===== config.mk =====
export PLATFORM = sky130hd
export DESIGN_NAME = rf_wb_arbiter
export DESIGN_NICKNAME = d
export VERILOG_FILES = /design/src/rtl/rf_pkg.sv /design/src/rtl/rr_arbiter.sv /design/src/rtl/rf_wb_arbiter.sv
export SDC_FILE = /design/constraint.sdc
export NUM_CORES = 1
export LEC_CHECK = 0
export ABC_AREA = 1
export CAP_MARGIN = 20
export CORE_MARGIN = 4
export CORE_UTILIZATION = 48
export DETAILED_ROUTE_END_ITERATION = 8
export HOLD_SLACK_MARGIN = 0.1
export PLACE_DENSITY_LB_ADDON = 0.05
export SETUP_SLACK_MARGIN = 0.05
export SLEW_MARGIN = 20
export SYNTH_ARGS = -nofsm -noshare
export SYNTH_HDL_FRONTEND = slang
export SYNTH_SLANG_ARGS = --single-unit

===== constraint.sdc =====
create_clock -name clk -period 3.15 [get_ports clk]
set_input_delay 0.4725 -clock clk [delete_from_list [all_inputs] [get_ports clk]]
set_output_delay 0.4725 -clock clk [all_outputs]
set_load 0.02 [all_outputs]

===== src/rtl/rf_pkg.sv =====
`default_nettype none
// ============================================================================
// Module   : rf_pkg
// Brief    : Shared constants and helpers for the register-file writeback
//            arbiter (default widths, zero register, requester slicing).
// Revision : 1.0  initial release
// ============================================================================
package rf_pkg;

    // Default register address and data widths
    localparam int c_ADDR_WIDTH = 5;
    localparam int c_DATA_WIDTH = 32;

    // Architectural zero register: never written, never pending
    localparam int c_ZERO_REG = 0;

    // LSB position of requester idx inside a packed {reqN-1 .. req0} bus
    // whose per-requester field is width bits wide.
    function automatic int slice_lsb(input int idx, input int width);
        return idx * width;
    endfunction

endpackage : rf_pkg
`default_nettype wire


===== src/rtl/rr_arbiter.sv =====
`default_nettype none
// ============================================================================
// Module   : rr_arbiter
// Brief    : Combinational round-robin arbiter. Grants the first asserted
//            request found searching upward from ptr, modulo NREQ.
// Revision : 1.0  initial release
// ============================================================================
module rr_arbiter #(
    parameter int NREQ = 2,
    parameter int PW   = (NREQ > 1) ? $clog2(NREQ) : 1
) (
    input  logic [NREQ-1:0] req,
    input  logic [PW-1:0]   ptr,
    output logic [NREQ-1:0] gnt,
    output logic [PW-1:0]   idx
);

    logic          w_found;
    logic [PW-1:0] w_cand;

    // Rotating priority search starting at ptr; first hit wins
    always_comb begin
        gnt     = '0;
        idx     = '0;
        w_found = 1'b0;
        w_cand  = '0;
        for (int k = 0; k < NREQ; k++) begin
            w_cand = PW'((int'(ptr) + k) % NREQ);
            if (!w_found && req[w_cand]) begin
                gnt[w_cand] = 1'b1;
                idx         = w_cand;
                w_found     = 1'b1;
            end
        end
    end

endmodule : rr_arbiter
`default_nettype wire


===== src/rtl/rf_wb_arbiter.sv =====
`default_nettype none
// ============================================================================
// Module   : rf_wb_arbiter
// Brief    : Shares the register-file write port between NREQ writeback
//            requesters (round robin, 1-cycle registered write output) and
//            keeps a per-register pending scoreboard for RAW hazard checks.
// Revision : 1.0  initial release
// ============================================================================
module rf_wb_arbiter
    import rf_pkg::*;
#(
    parameter int NREQ       = 2,
    parameter int ADDR_WIDTH = c_ADDR_WIDTH,
    parameter int DATA_WIDTH = c_DATA_WIDTH
) (
    input  logic                       clk,
    input  logic                       rst,
    input  logic [NREQ-1:0]            req_valid,
    input  logic [NREQ*ADDR_WIDTH-1:0] req_rd,
    input  logic [NREQ*DATA_WIDTH-1:0] req_data,
    output logic [NREQ-1:0]            req_ready,
    input  logic                       issue_valid,
    input  logic [ADDR_WIDTH-1:0]      issue_rd,
    input  logic [ADDR_WIDTH-1:0]      chk_rs1,
    input  logic [ADDR_WIDTH-1:0]      chk_rs2,
    output logic                       hazard_rs1,
    output logic                       hazard_rs2,
    output logic                       rf_wen,
    output logic [ADDR_WIDTH-1:0]      rf_rd,
    output logic [DATA_WIDTH-1:0]      rf_busW
);

    localparam int c_PW   = (NREQ > 1) ? $clog2(NREQ) : 1;
    localparam int c_NREG = 2 ** ADDR_WIDTH;
    localparam logic [ADDR_WIDTH-1:0] c_X0 = ADDR_WIDTH'(c_ZERO_REG);

    logic [c_PW-1:0]       r_ptr;
    logic [c_PW-1:0]       w_ptr_nxt;
    logic [NREQ-1:0]       w_arb_gnt;
    logic [c_PW-1:0]       w_gnt_idx;
    logic                  w_xfer;
    logic [ADDR_WIDTH-1:0] w_sel_rd;
    logic [DATA_WIDTH-1:0] w_sel_data;
    logic [c_NREG-1:0]     r_pending;
    logic [c_NREG-1:0]     w_pending_nxt;

    rr_arbiter #(
        .NREQ (NREQ),
        .PW   (c_PW)
    ) u_rr_arbiter (
        .req (req_valid),
        .ptr (r_ptr),
        .gnt (w_arb_gnt),
        .idx (w_gnt_idx)
    );

    // Nothing is accepted while in reset, so the grant is masked off there
    assign req_ready = rst ? '0 : w_arb_gnt;
    assign w_xfer    = |req_ready;

    // Pointer moves just past the winner, wrapping at NREQ-1
    assign w_ptr_nxt = (w_gnt_idx == c_PW'(NREQ - 1)) ? '0 : w_gnt_idx + 1'b1;

    // One-hot mux of the winning requester's destination and data
    always_comb begin
        w_sel_rd   = '0;
        w_sel_data = '0;
        for (int i = 0; i < NREQ; i++) begin
            if (w_arb_gnt[i]) begin
                w_sel_rd   = req_rd[slice_lsb(i, ADDR_WIDTH) +: ADDR_WIDTH];
                w_sel_data = req_data[slice_lsb(i, DATA_WIDTH) +: DATA_WIDTH];
            end
        end
    end

    // Round-robin pointer: advances only on an accepted transfer
    always_ff @(posedge clk) begin
        if (rst) begin
            r_ptr <= '0;
        end else if (w_xfer) begin
            r_ptr <= w_ptr_nxt;
        end
    end

    // Registered write port; a write to x0 is swallowed by holding wen low
    always_ff @(posedge clk) begin
        if (rst) begin
            rf_wen  <= 1'b0;
            rf_rd   <= '0;
            rf_busW <= '0;
        end else if (w_xfer) begin
            rf_wen  <= (w_sel_rd != c_X0);
            rf_rd   <= w_sel_rd;
            rf_busW <= w_sel_data;
        end else begin
            rf_wen  <= 1'b0;
        end
    end

    // Scoreboard next state: clear the register being committed, then apply
    // the new reservation so a same-edge set beats the clear
    always_comb begin
        w_pending_nxt = r_pending;
        if (rf_wen) begin
            w_pending_nxt[rf_rd] = 1'b0;
        end
        if (issue_valid && (issue_rd != c_X0)) begin
            w_pending_nxt[issue_rd] = 1'b1;
        end
        w_pending_nxt[c_ZERO_REG] = 1'b0;
    end

    // Scoreboard state register
    always_ff @(posedge clk) begin
        if (rst) begin
            r_pending <= '0;
        end else begin
            r_pending <= w_pending_nxt;
        end
    end

    assign hazard_rs1 = r_pending[chk_rs1];
    assign hazard_rs2 = r_pending[chk_rs2];

endmodule : rf_wb_arbiter
`default_nettype wire

==> reports/qor.yml <==
diodes: 0
crit_path_max_fanout: 11
crit_buf_inv: 3
start_util_pct: 50.2
routedWlPerCell_um: 15.0
grtUsageTotal_pct: 27.0
cts_buffers: 9
startpoint_type: "input pin"
avgSynthCellArea_um2: 6.70
cts_setup_buffers: 0
clock_sinks: 70
clk_pin_slew_ns: 0.07
detailroute.via_count: 4253
p_leak_nw: 2.31
worstSetupPathType: "input pin to primary output"
ys_seq_area_share_pct: 37.9
max_clock_freq_mhz: 349
finalMaxSlewViolations: 0
layout.nets: 772
clk_path_buf_depth: 2
worst_path_most_repeated_cell: "nand2_1"
async_flop_share_pct: 0
relSlewSlack_pct: 59.1
drt_wl_total_mm: 11.7
final_cell_mix: "nand2_1, clkdlybuf4s50_1, nand3_1"
status: "finished clean"
yosys_register_bits: 70
syn_area_um2: 3700
cp_slowest_cell: "clkdlybuf4s50_1"
overflow: 0
drt_iter0_drc: 227
cts_tree: "built"
ys.warnings.count: 0
cts-resized-gates: 0
rsz0062_at_grt: "no"
setup_viol: 0
synth_fp_nets: 646
root_buffer: "clkbuf_8"
hold_viol: 0
drc_errors: 0
period_needed_ns: 2.86
final_util_pct: 71.5
first_global_vias: 4195
vias_per_cell: 5.45
max_stage_delay_ns: 0.59
ant_nets: 0
path_cells: "clkdlybuf4s50_1, buf_4, nand2_1, nand3_1, nand3_1, nand2_1, nand2_1, nand2_1, nand2_1, nand2_1, clkdlybuf4s50_1"
holdBufCountCts: 0
required_ns: 2.68
hpwl_mm: 9.15
drive_gt1_share_pct: 4.55
synth.distinct_cells: 18
final_area_um2: 5270
antenna_found_initial: 0
maxCapViolCount: 0
dieHeight_um: 95.8
dpl_cell_area_um2: 5110
worst_slew_pin_slew_ns: 0.611
pwr_density_cell_nw_per_um2: 406
core_area_um2: 7370
gp_congestion: 0.944
die-area_um2: 9180
crit_path_end_kind: "primary output"
clock_skew_ns: 0.0128
synth_edf_count: 0
chipWidth_um: 95.8
syn_inst: 552
num_rows: 31
ios: 136
grt_pass1_wl_mm: 19.4
dr.pass1.iters: 5
synth_ff_type: "dfxtp_1"
cp.arrival_ns: 2.39
tns_ns: 0
whs_ns: 0.489
hold_path.class: "register to register"
crit_family: "buffers and inverters"
peakVddDrop_v: 0.000261
cts-htree-levels: 3
post-route-period-util_pct: 90.9
portBuffers: 135
area_delta_synth_final_pct: 42.3
grt_max_degree: 38
clock_latency_ns: 0.34
final_common_cell: "nand2_1"
p_total_w: 0.00214
cell usage after synthesis (5+ instances only):
library cell,n,share of area (%)
buf_2,16,2.2
buf_4,7,1.4
a21oi_1,36,4.9
nor2_1,8,0.81
o21ai_1,5,0.68
dfxtp_1,70,38
nand3_1,94,13
nand2_1,200,20
clkbuf_1,7,0.71
o21ai_0,31,4.2
inv_1,29,2.9
o211a_1,32,8.7
nor3_1,7,0.95
power by group:
group          switching [W]  leakage, nW  internal (W)
sequential         0.0000338        0.573      0.000937
combinational       0.000286         1.66      0.000274
clock               0.000327       0.0752      0.000279
worst paths after layout:
check | from | cells after the start | to | slack (ns)
max | chk_rs1[0] | 11 | hazard_rs1 | 0.29
min | r_pending[5] | 2 | r_pending[5] | 0.49
max reg2reg | register | 7 | rf_busW[30] | 1.67
min reg2reg | r_pending[5] | 2 | r_pending[5] | 0.49
per-layer routing:
| layer | share of wire [%] | wire, um | global-route usage, % |
|---|---|---|---|
| met3 | 10 | 1220 | 10.2 |
| met1 | 39 | 4600 | 31.4 |
| met2 | 49 | 5700 | 46.1 |
| met4 | 1.5 | 175 | 7.58 |
| met5 | 0 | 0 | 0 |
final cells by class:
class,instances,area [um2]
fill,628,2100
multi-input combinational,419,2020
inverter,33,124
clock buffer,11,131
clock inverter,4,25.0
sequential,70,1400
tap,99,124
timing repair buffer,145,1440
through the flow:
step / worst slack [ns] / instances
global route: 0.124 / 781
CTS: 0.284 / 781
global placement: 0.310 / 766
finish: 0.287 / 781
detailed placement: 0.291 / 766
floorplan: 1.30 / 552
worst reg2reg max path, cell delays in order (launching register included):
cell      delay [ns]
dfxtp_1         0.33
inv_1           0.07
a21boi_2        0.13
nand2_1         0.09
nand2_2         0.25
buf_4           0.29
nand3_1         0.11
o211a_1         0.12
cells by family (layout without fill, tap and decap cells):
family	after synthesis	in the layout	synth area share, %
simple gates	314	314	35.9
compound gates	105	105	18.6
flops	70	70	37.9
buf+inv	63	193	7.64
state kept, by name (all words and copies together) (netlist names), named ones only:
register and cells:
rf_busW 32, rf_wen 1, r_pending 31, rf_rd 5
Power figures use the tool's default switching activity.
